--- src/rtl/p_mc_control.sv ---
// rtl/p_mc_control.sv - multi-cycle MIPS control sequencer with memory-ready timeout
module p_mc_control #(
  parameter int TIMEOUT = 16,
  parameter int CNT_W   = 16
) (
  input  logic             P_clk,
  input  logic             P_reset,
  input  logic [5:0]       P_Op,
  input  logic             P_MemReady,
  output logic             P_PCWrite,
  output logic             P_Branch,
  output logic [1:0]       P_PCSrc,
  output logic             P_IorD,
  output logic             P_MemRead,
  output logic             P_MemWrite,
  output logic             P_IRWrite,
  output logic             P_RegDst,
  output logic             P_MemtoReg,
  output logic             P_RegWrite,
  output logic             P_ALUSrcA,
  output logic [1:0]       P_ALUSrcB,
  output logic [1:0]       P_ALUOp,
  output logic             P_ExtSel,
  output logic [3:0]       P_State,
  output logic             P_Illegal,
  output logic             P_Fault,
  output logic [CNT_W-1:0] P_Retired
);

  typedef enum logic [3:0] {
    S_FETCH  = 4'd0,
    S_DECODE = 4'd1,
    S_MEMADR = 4'd2,
    S_MEMRD  = 4'd3,
    S_MEMWB  = 4'd4,
    S_MEMWR  = 4'd5,
    S_RTEXE  = 4'd6,
    S_RTWB   = 4'd7,
    S_BEQ    = 4'd8,
    S_IEXE   = 4'd9,
    S_IWB    = 4'd10,
    S_JUMP   = 4'd11,
    S_FAULT  = 4'd15
  } state_t;

  localparam logic [5:0] OP_RTYPE = 6'd0;
  localparam logic [5:0] OP_J     = 6'd2;
  localparam logic [5:0] OP_BEQ   = 6'd4;
  localparam logic [5:0] OP_ADDI  = 6'd8;
  localparam logic [5:0] OP_ORI   = 6'd13;
  localparam logic [5:0] OP_LW    = 6'd35;
  localparam logic [5:0] OP_SW    = 6'd43;

  // The counter only has to reach TIMEOUT-1; keep at least one bit when disabled.
  localparam int WAIT_W = (TIMEOUT < 2) ? 1 : $clog2(TIMEOUT);

  state_t             state_q, state_d;
  logic [WAIT_W-1:0]  wait_q, wait_d;
  logic [CNT_W-1:0]   retired_q, retired_d;
  logic               in_wait_state;
  logic               timeout_hit;
  logic               retiring;

  // State, wait counter and retired counter registers; reset wins over everything.
  always_ff @(posedge P_clk) begin
    if (P_reset) begin
      state_q   <= S_FETCH;
      wait_q    <= '0;
      retired_q <= '0;
    end else begin
      state_q   <= state_d;
      wait_q    <= wait_d;
      retired_q <= retired_d;
    end
  end

  // Next-state selection, including the not-ready timeout trap.
  always_comb begin
    state_d       = state_q;
    in_wait_state = (state_q == S_FETCH) || (state_q == S_MEMRD) || (state_q == S_MEMWR);
    timeout_hit   = (TIMEOUT > 0) && !P_MemReady && (wait_q == WAIT_W'(TIMEOUT - 1));
    case (state_q)
      S_FETCH:  state_d = P_MemReady ? S_DECODE : S_FETCH;
      S_DECODE: begin
        case (P_Op)
          OP_LW, OP_SW:    state_d = S_MEMADR;
          OP_RTYPE:        state_d = S_RTEXE;
          OP_BEQ:          state_d = S_BEQ;
          OP_ADDI, OP_ORI: state_d = S_IEXE;
          OP_J:            state_d = S_JUMP;
          default:         state_d = S_FETCH;
        endcase
      end
      S_MEMADR: state_d = (P_Op == OP_LW) ? S_MEMRD : S_MEMWR;
      S_MEMRD:  state_d = P_MemReady ? S_MEMWB : S_MEMRD;
      S_MEMWR:  state_d = P_MemReady ? S_FETCH : S_MEMWR;
      S_RTEXE:  state_d = S_RTWB;
      S_IEXE:   state_d = S_IWB;
      S_MEMWB, S_RTWB, S_BEQ, S_IWB, S_JUMP: state_d = S_FETCH;
      S_FAULT:  state_d = S_FAULT;
      default:  state_d = S_FETCH;
    endcase
    if (in_wait_state && timeout_hit) begin
      state_d = S_FAULT;
    end
  end

  // Wait counter restarts on entry to a memory-wait state and counts not-ready cycles;
  // the retired counter bumps when a completed instruction returns to FETCH.
  always_comb begin
    wait_d    = wait_q;
    retired_d = retired_q;
    retiring  = 1'b0;
    if ((state_d != state_q) &&
        ((state_d == S_FETCH) || (state_d == S_MEMRD) || (state_d == S_MEMWR))) begin
      wait_d = '0;
    end else if (in_wait_state && !P_MemReady) begin
      wait_d = wait_q + 1'b1;
    end
    if (state_d == S_FETCH) begin
      case (state_q)
        S_MEMWB, S_MEMWR, S_RTWB, S_BEQ, S_IWB, S_JUMP: retiring = 1'b1;
        default:                                         retiring = 1'b0;
      endcase
    end
    if (retiring) begin
      retired_d = retired_q + 1'b1;
    end
  end

  // Moore datapath controls decoded from the current state; only FETCH looks at ready.
  always_comb begin
    P_PCWrite  = 1'b0;
    P_Branch   = 1'b0;
    P_PCSrc    = 2'b00;
    P_IorD     = 1'b0;
    P_MemRead  = 1'b0;
    P_MemWrite = 1'b0;
    P_IRWrite  = 1'b0;
    P_RegDst   = 1'b0;
    P_MemtoReg = 1'b0;
    P_RegWrite = 1'b0;
    P_ALUSrcA  = 1'b0;
    P_ALUSrcB  = 2'b00;
    P_ALUOp    = 2'b00;
    P_ExtSel   = 1'b0;
    P_Illegal  = 1'b0;
    P_Fault    = 1'b0;
    case (state_q)
      S_FETCH: begin
        P_MemRead = 1'b1;
        P_ALUSrcB = 2'b01;
        P_IRWrite = P_MemReady;
        P_PCWrite = P_MemReady;
      end
      S_DECODE: begin
        P_ALUSrcB = 2'b11;
        case (P_Op)
          OP_LW, OP_SW, OP_RTYPE, OP_BEQ, OP_ADDI, OP_ORI, OP_J: P_Illegal = 1'b0;
          default:                                               P_Illegal = 1'b1;
        endcase
      end
      S_MEMADR: begin
        P_ALUSrcA = 1'b1;
        P_ALUSrcB = 2'b10;
      end
      S_MEMRD: begin
        P_IorD    = 1'b1;
        P_MemRead = 1'b1;
      end
      S_MEMWB: begin
        P_MemtoReg = 1'b1;
        P_RegWrite = 1'b1;
      end
      S_MEMWR: begin
        P_IorD     = 1'b1;
        P_MemWrite = 1'b1;
      end
      S_RTEXE: begin
        P_ALUSrcA = 1'b1;
        P_ALUOp   = 2'b10;
      end
      S_RTWB: begin
        P_RegDst   = 1'b1;
        P_RegWrite = 1'b1;
      end
      S_BEQ: begin
        P_ALUSrcA = 1'b1;
        P_ALUOp   = 2'b01;
        P_PCSrc   = 2'b01;
        P_Branch  = 1'b1;
      end
      S_IEXE, S_IWB: begin
        P_ALUSrcA  = 1'b1;
        P_ALUSrcB  = 2'b10;
        P_ALUOp    = (P_Op == OP_ORI) ? 2'b11 : 2'b00;
        P_ExtSel   = (P_Op == OP_ORI);
        P_RegWrite = (state_q == S_IWB);
      end
      S_JUMP: begin
        P_PCSrc   = 2'b10;
        P_PCWrite = 1'b1;
      end
      S_FAULT: P_Fault = 1'b1;
      default: P_Fault = 1'b0;
    endcase
  end

  assign P_State   = state_q;
  assign P_Retired = retired_q;

endmodule

--- config.mk ---
export PLATFORM = sky130hd
export DESIGN_NAME = p_mc_control
export DESIGN_NICKNAME = d
export VERILOG_FILES = /design/src/rtl/p_mc_control.sv
export SDC_FILE = /design/constraint.sdc
export NUM_CORES = 1
export LEC_CHECK = 0
export ABC_AREA = 1
export BUFFER_PORTS_ARGS = -buffer_cell sky130_fd_sc_hd__buf_2
export CORE_MARGIN = 1.5
export CORE_UTILIZATION = 30
export DETAILED_ROUTE_END_ITERATION = 10
export GPL_TIMING_DRIVEN = 1
export SYNTH_ARGS = -nofsm -noshare
export SYNTH_HDL_FRONTEND = slang
export SYNTH_SLANG_ARGS = --single-unit
export TNS_END_PERCENT = 100
--- constraint.sdc ---
create_clock -name P_clk -period 2.2 [get_ports P_clk]
set_input_delay 0.44 -clock P_clk [delete_from_list [all_inputs] [get_ports P_clk]]
set_output_delay 0.44 -clock P_clk [all_outputs]
set_load 0.1 [all_outputs]
# --- Yosys cells after proc, flatten, opt, wreduce, memory -nomap -nowiden ---
# Cells that the tools add are included.
classes:
  n_reduce_logical: 23
  n_eq_ne: 22
  mux: 27
  addsub: 2
op_table:
  columns: ["operator", "count"]
  rows:
  - ["4-bit case mux with 8 select lines", 1]
  - ["4-bit equality test (second input constant)", 6]
  - ["4-bit by 3-bit equality test with 1-bit output (second input constant)", 5]
  - ["4-bit case mux with 5 select lines", 1]
  - ["16-bit by 1-bit adder with 16-bit output (second input constant)", 1]
  - ["1-bit two-way mux", 15]
  - ["2-bit OR reduction", 7]
  - ["4-bit by 2-bit equality test with 1-bit output (second input constant)", 3]
  - ["6-bit by 4-bit equality test with 1-bit output (second input constant)", 2]
  - ["6-bit equality test (second input constant)", 2]
  - ["2-bit case mux with 3 select lines", 2]
  - ["3-bit two-way mux", 3]
  - ["4-bit zero test", 2]
  - ["7-bit OR reduction", 1]
  - ["6-bit by 2-bit equality test with 1-bit output (second input constant)", 1]
  - ["6-bit by 3-bit equality test with 1-bit output (second input constant)", 1]
  - ["6-bit zero test", 1]
  - ["6-bit OR reduction", 1]
  - ["5-bit OR reduction", 1]
  - ["4-bit by 1-bit adder with 4-bit output (second input constant)", 1]
  - ["4-bit by 1-bit equality test with 1-bit output (second input constant)", 1]
  - ["1-bit logical AND", 4]
  - ["1-bit logical OR", 4]
  - ["4-bit two-way mux", 1]
  - ["6 further kinds", 7]
totals:
  elab_cells: 77
  ff_bits: 24
  out_inout_bits: 39
  in_bits: 9

# --- Logic depth before layout (Yosys ltp) ---
depth:
  word_depth: 10
  ltp_mapped: 14
  ltp_nobuf: 14

# --- Least setup slack after synthesis ---
# No wires, ideal clock.
synth_path:
  path_kind: "register to output"
  from: "register state_q[1], in the netlist P_State[1]"
  to: "output P_ALUOp[0]"
  path_stages_with_launch: 5
  t_arrival_ps: 4710
  required_ps: 1760
  path_buffers: 0
  setup_slack_ps: -2950
  cell_sequence: "dfxtp_1 > nor2_1 > nor3_1 > inv_1 > o21ai_0"
synth_via:
  elab_chain_cells: 3
  word_cells_on_any_way: 6
  classes_between: "eq/ne: 4; mux: 1; reduce/logical: 1"
synth_rtl:
  columns: ["element", "line_no", "source"]
  rows:
  - ["start, declared", "57", "state_t state_q, state_d;"]
  - ["start signal, assigned", "71", "state_q <= state_d;"]
  - ["4-bit equality test", "149", "case (state_q)"]
  - ["2-bit OR reduction", "149", null]
  - ["2-bit case mux with 3 select lines *", "149", null]
  - ["end, declared", "22", "output logic [1:0] P_ALUOp,"]
# Mark *: on every way between the ends. The rest lies on a longest branch, timed or not.

# --- Worst setup path after layout ---
layout_path:
  from: "register state_q[1], in the netlist P_State[1]"
  to: "output P_Branch"
layout_via:
  elab_chain_cells: 2
layout_rtl:
  columns: ["element", "line_no", "source"]
  rows:
  - ["4-bit equality test", "149", null]
  - ["1-bit two-way mux", "149", null]
  - ["end, declared", "11", "output logic P_Branch,"]
# No other way between the ends.

==> flow_metrics.env <==
export IMPL_fin_tns_setup_ns=0
export IMPL_initial_utilization_pct=31.2
export IMPL_syn_instance_count=284
export IMPL_clk_path_buf_depth=2
export IMPL_synth_top_area_share_pct=26.0
export IMPL_status="completed"
export IMPL_portBuffers=47
export IMPL_ys_types=29
export IMPL_avgSynthCellArea_um2=6.51
export IMPL_slew_headroom_pct=67.2
export IMPL_p_sw_mw=0.309
export IMPL_yosys_top_cells_area="dfxtp_1, nand2_1, nand3_1, inv_1, nor2_1"
export IMPL_synth_mux_area_share_pct=0.542
export IMPL_p_seq_share_pct=44.7
export IMPL_ant_nets=0
export IMPL_grt_pass1_wl_um=7750
export IMPL_grt_max_degree=15
export IMPL_drt_iter0_drc=51
export IMPL_syn_to_final_growth_pct=36.4
export IMPL_worstSetupPathType="flip-flop to output pin"
export IMPL_nets=349
export IMPL_die_x_um=81.5
export IMPL_path_common_cell="nor2_4"
export IMPL_row_count=28
export IMPL_cp_top_family="buffers and inverters"
export IMPL_synth_fa_ha_area_share_pct=1.35
export IMPL_finalCritPeriodShare_pct=94.7
export IMPL_dp_hpwl_um=3650
export IMPL_path_max_fanout=6
export IMPL_antenna_cells=0
export IMPL_setup_viol=0
export IMPL_io_pins=48
export IMPL_coreArea_um2=5920
export IMPL_clk_insertion_delay_late_ns=0.27
export IMPL_cts_buffers=3
export IMPL_synth_nets=295
export IMPL_yosys_top_cells_count="nand2_1, inv_1, nor2_1, nand3_1, dfxtp_1"
export IMPL_p_clk_share_pct=34.3
export IMPL_cts_root_buf="clkbuf_8"
export IMPL_cts_tree="yes"
export IMPL_max_stage_delay_ns=0.42
export IMPL_cp_num_buf_inv=2
export IMPL_cp_cell_sequence="nor2_4 > inv_1 > nor2_4 > buf_2"
export IMPL_synth_simple_area_share_pct=44.9
export IMPL_power_density_nw_per_um2=395
export IMPL_synth_seq_cells=24
export IMPL_final_hold_violation_count=0
export IMPL_wl_um=4460
export IMPL_ys_warn_count=0
export IMPL_die_h_um=81.5
export IMPL_cp_slowest_cell="buf_2"
export IMPL_tightest_slew_ns=0.495
export IMPL_synth_ff_type="dfxtp_1"
export IMPL_final_max_slew_viol_count=0
export IMPL_grtUsageTotal_pct=14.4
export IMPL_max_cap_violations=0
export IMPL_via_count=1898
export IMPL_wl_per_cell_um=10.8
export IMPL_ir_drop_v=0.000202
export IMPL_start_kind="flip-flop"
export IMPL_seq_area_frac_synth_pct=26.0
export IMPL_avgViaCountPerCell=4.61
export IMPL_synth_top_family_by_area="simple AND/OR/NAND/NOR gates"
export IMPL_layout_drive_gt1_share_pct=38.3
export IMPL_synth_top_area_cell="dfxtp_1"
export IMPL_async_reset_ff_share_pct=0
export IMPL_arrival_ns=1.64
export IMPL_dieArea_um2=6640
export IMPL_clock_sinks=24
export IMPL_synth_edf_count=0
export IMPL_clock_fmax_ghz=0.480
export IMPL_required_ns=1.76
export IMPL_grt_pass1_vias=1844
export IMPL_synth_xor_area_share_pct=8.06
export IMPL_leakagePower_nw=1.18
export IMPL_hold_slack_ns=0.499
export IMPL_end_kind="output pin"
export IMPL_clk_pin_slew_ns=0.08
export IMPL_synth_most_common_cell="nand2_1"
export IMPL_holdBufCountCts=0
export IMPL_rsz0062_at_grt="false"
export IMPL_synth_area_um2=1850
export IMPL_skew_ns=0.00673
export IMPL_antenna_found_initial=0
export IMPL_postCtsSetupRepairBufs=0
export IMPL_synth_compound_area_share_pct=8.60
export IMPL_place_congestion=0.841
export IMPL_swShare_pct=31.0
export IMPL_first_pass_iters=4
export IMPL_overflow=0
export IMPL_ctsHtreeMaxLevel=1
export IMPL_drc=0
export IMPL_min_path_type="flip-flop to flip-flop"
export IMPL_combPwrFrac_pct=21.0
export IMPL_p_int_mw=0.686
export IMPL_fin_crit_ns=2.08
## power by group through the flow
stage	Clock [mW]	Sequential, mW	Combinational (mW)
CTS	0.357	0.446	0.209
detailed placement	0	0.456	0.209
floorplan	0	0.469	0.150
global route	0.370	0.446	0.226
global placement	0	0.456	0.207
finish	0.341	0.445	0.209
## placed cells by master, fill, tap and decap left out, drive strengths merged, types with 2 or more instances in the layout
cell / instances
o21ai: 6
nor2: 44
nand3: 33
nand4: 6
buf: 51
inv: 42
ha: 2
xor2: 13
dfxtp: 24
clkbuf: 6
xnor2: 4
nor4: 2
nor3: 10
nand2: 74
a21oi: 17
## area by class of cell
| cell class | instances | area (µm²) |
|---|---|---|
| Inverter | 42 | 165 |
| Clock buffer | 4 | 66.3 |
| Timing Repair Buffer | 53 | 363 |
| Fill cell | 624 | 3400 |
| Sequential cell | 24 | 497 |
| Tap cell | 75 | 93.8 |
| Multi-Input combinational cell | 214 | 1340 |
## cells by family after synthesis
kind of cell	after synthesis
buf+inv	46
compound gates	24
xor+xnor	17
flops	24
simple gates	170
mux	1
fa+ha+maj	2
## sequential cells by signal, indices dropped and copies added, names as in the netlist
register / count
wait_q: 4
P_Retired: 16
P_State: 4
## what timing repair did
item | in CTS | in global routing
cloned | 0 | 0
pin swaps | 0 | 0
setup endpoints to repair | 1 | 4
resized for setup | 1 | 4
## stage by stage
stage | utilization [%] | cells | total power, mW | instance area, µm² | setup slack [ns]
6_report | 42.6 | 412 | 0.995 | 2520 | 0.116
5_1_grt | 42.6 | 412 | 1.04 | 2520 | 0.00654
4_1_cts | 42.4 | 412 | 1.01 | 2510 | 0.0734
3_5_place_dp | 41.3 | 408 | 0.665 | 2440 | 0.0960
3_3_place_gp | 41.3 | 408 | 0.663 | 2440 | 0.143
2_1_floorplan | - | 284 | 0.619 | 2030 | -0.314
## final timing paths
check                                   start       endpoint  slack (ns)  depth (start not counted)
worst max-delay path               P_State[1]       P_Branch        0.12                          4
worst min-delay path            P_Retired[15]  P_Retired[15]        0.50                          2
worst max register to register     P_State[3]   P_Retired[6]        0.27                         12
worst min register to register  P_Retired[15]  P_Retired[15]        0.50                          2
## worst reg2reg max path, stage by stage (launching register included)
cell	delay (ns)
dfxtp_4	0.42
inv_2	0.06
nand2_2	0.19
inv_1	0.08
nand2_2	0.08
nand3_2	0.10
nand2_4	0.13
nand3_2	0.16
nor2_4	0.16
nand3_4	0.11
buf_4	0.20
nand2_1	0.08
a21oi_2	0.06
## per-layer routing
| layer | wire, µm | vias up | GRT usage [%] |
|---|---|---|---|
| met5 | 0 | - | 0 |
| li1 | - | 1010 | - |
| met1 | 2110 | 839 | 17.7 |
| met3 | 250 | 4 | 2.33 |
| met4 | 21 | 0 | 3.28 |
| met2 | 2080 | 45 | 26.0 |
Note: power is estimated with default switching activity, not from simulation.
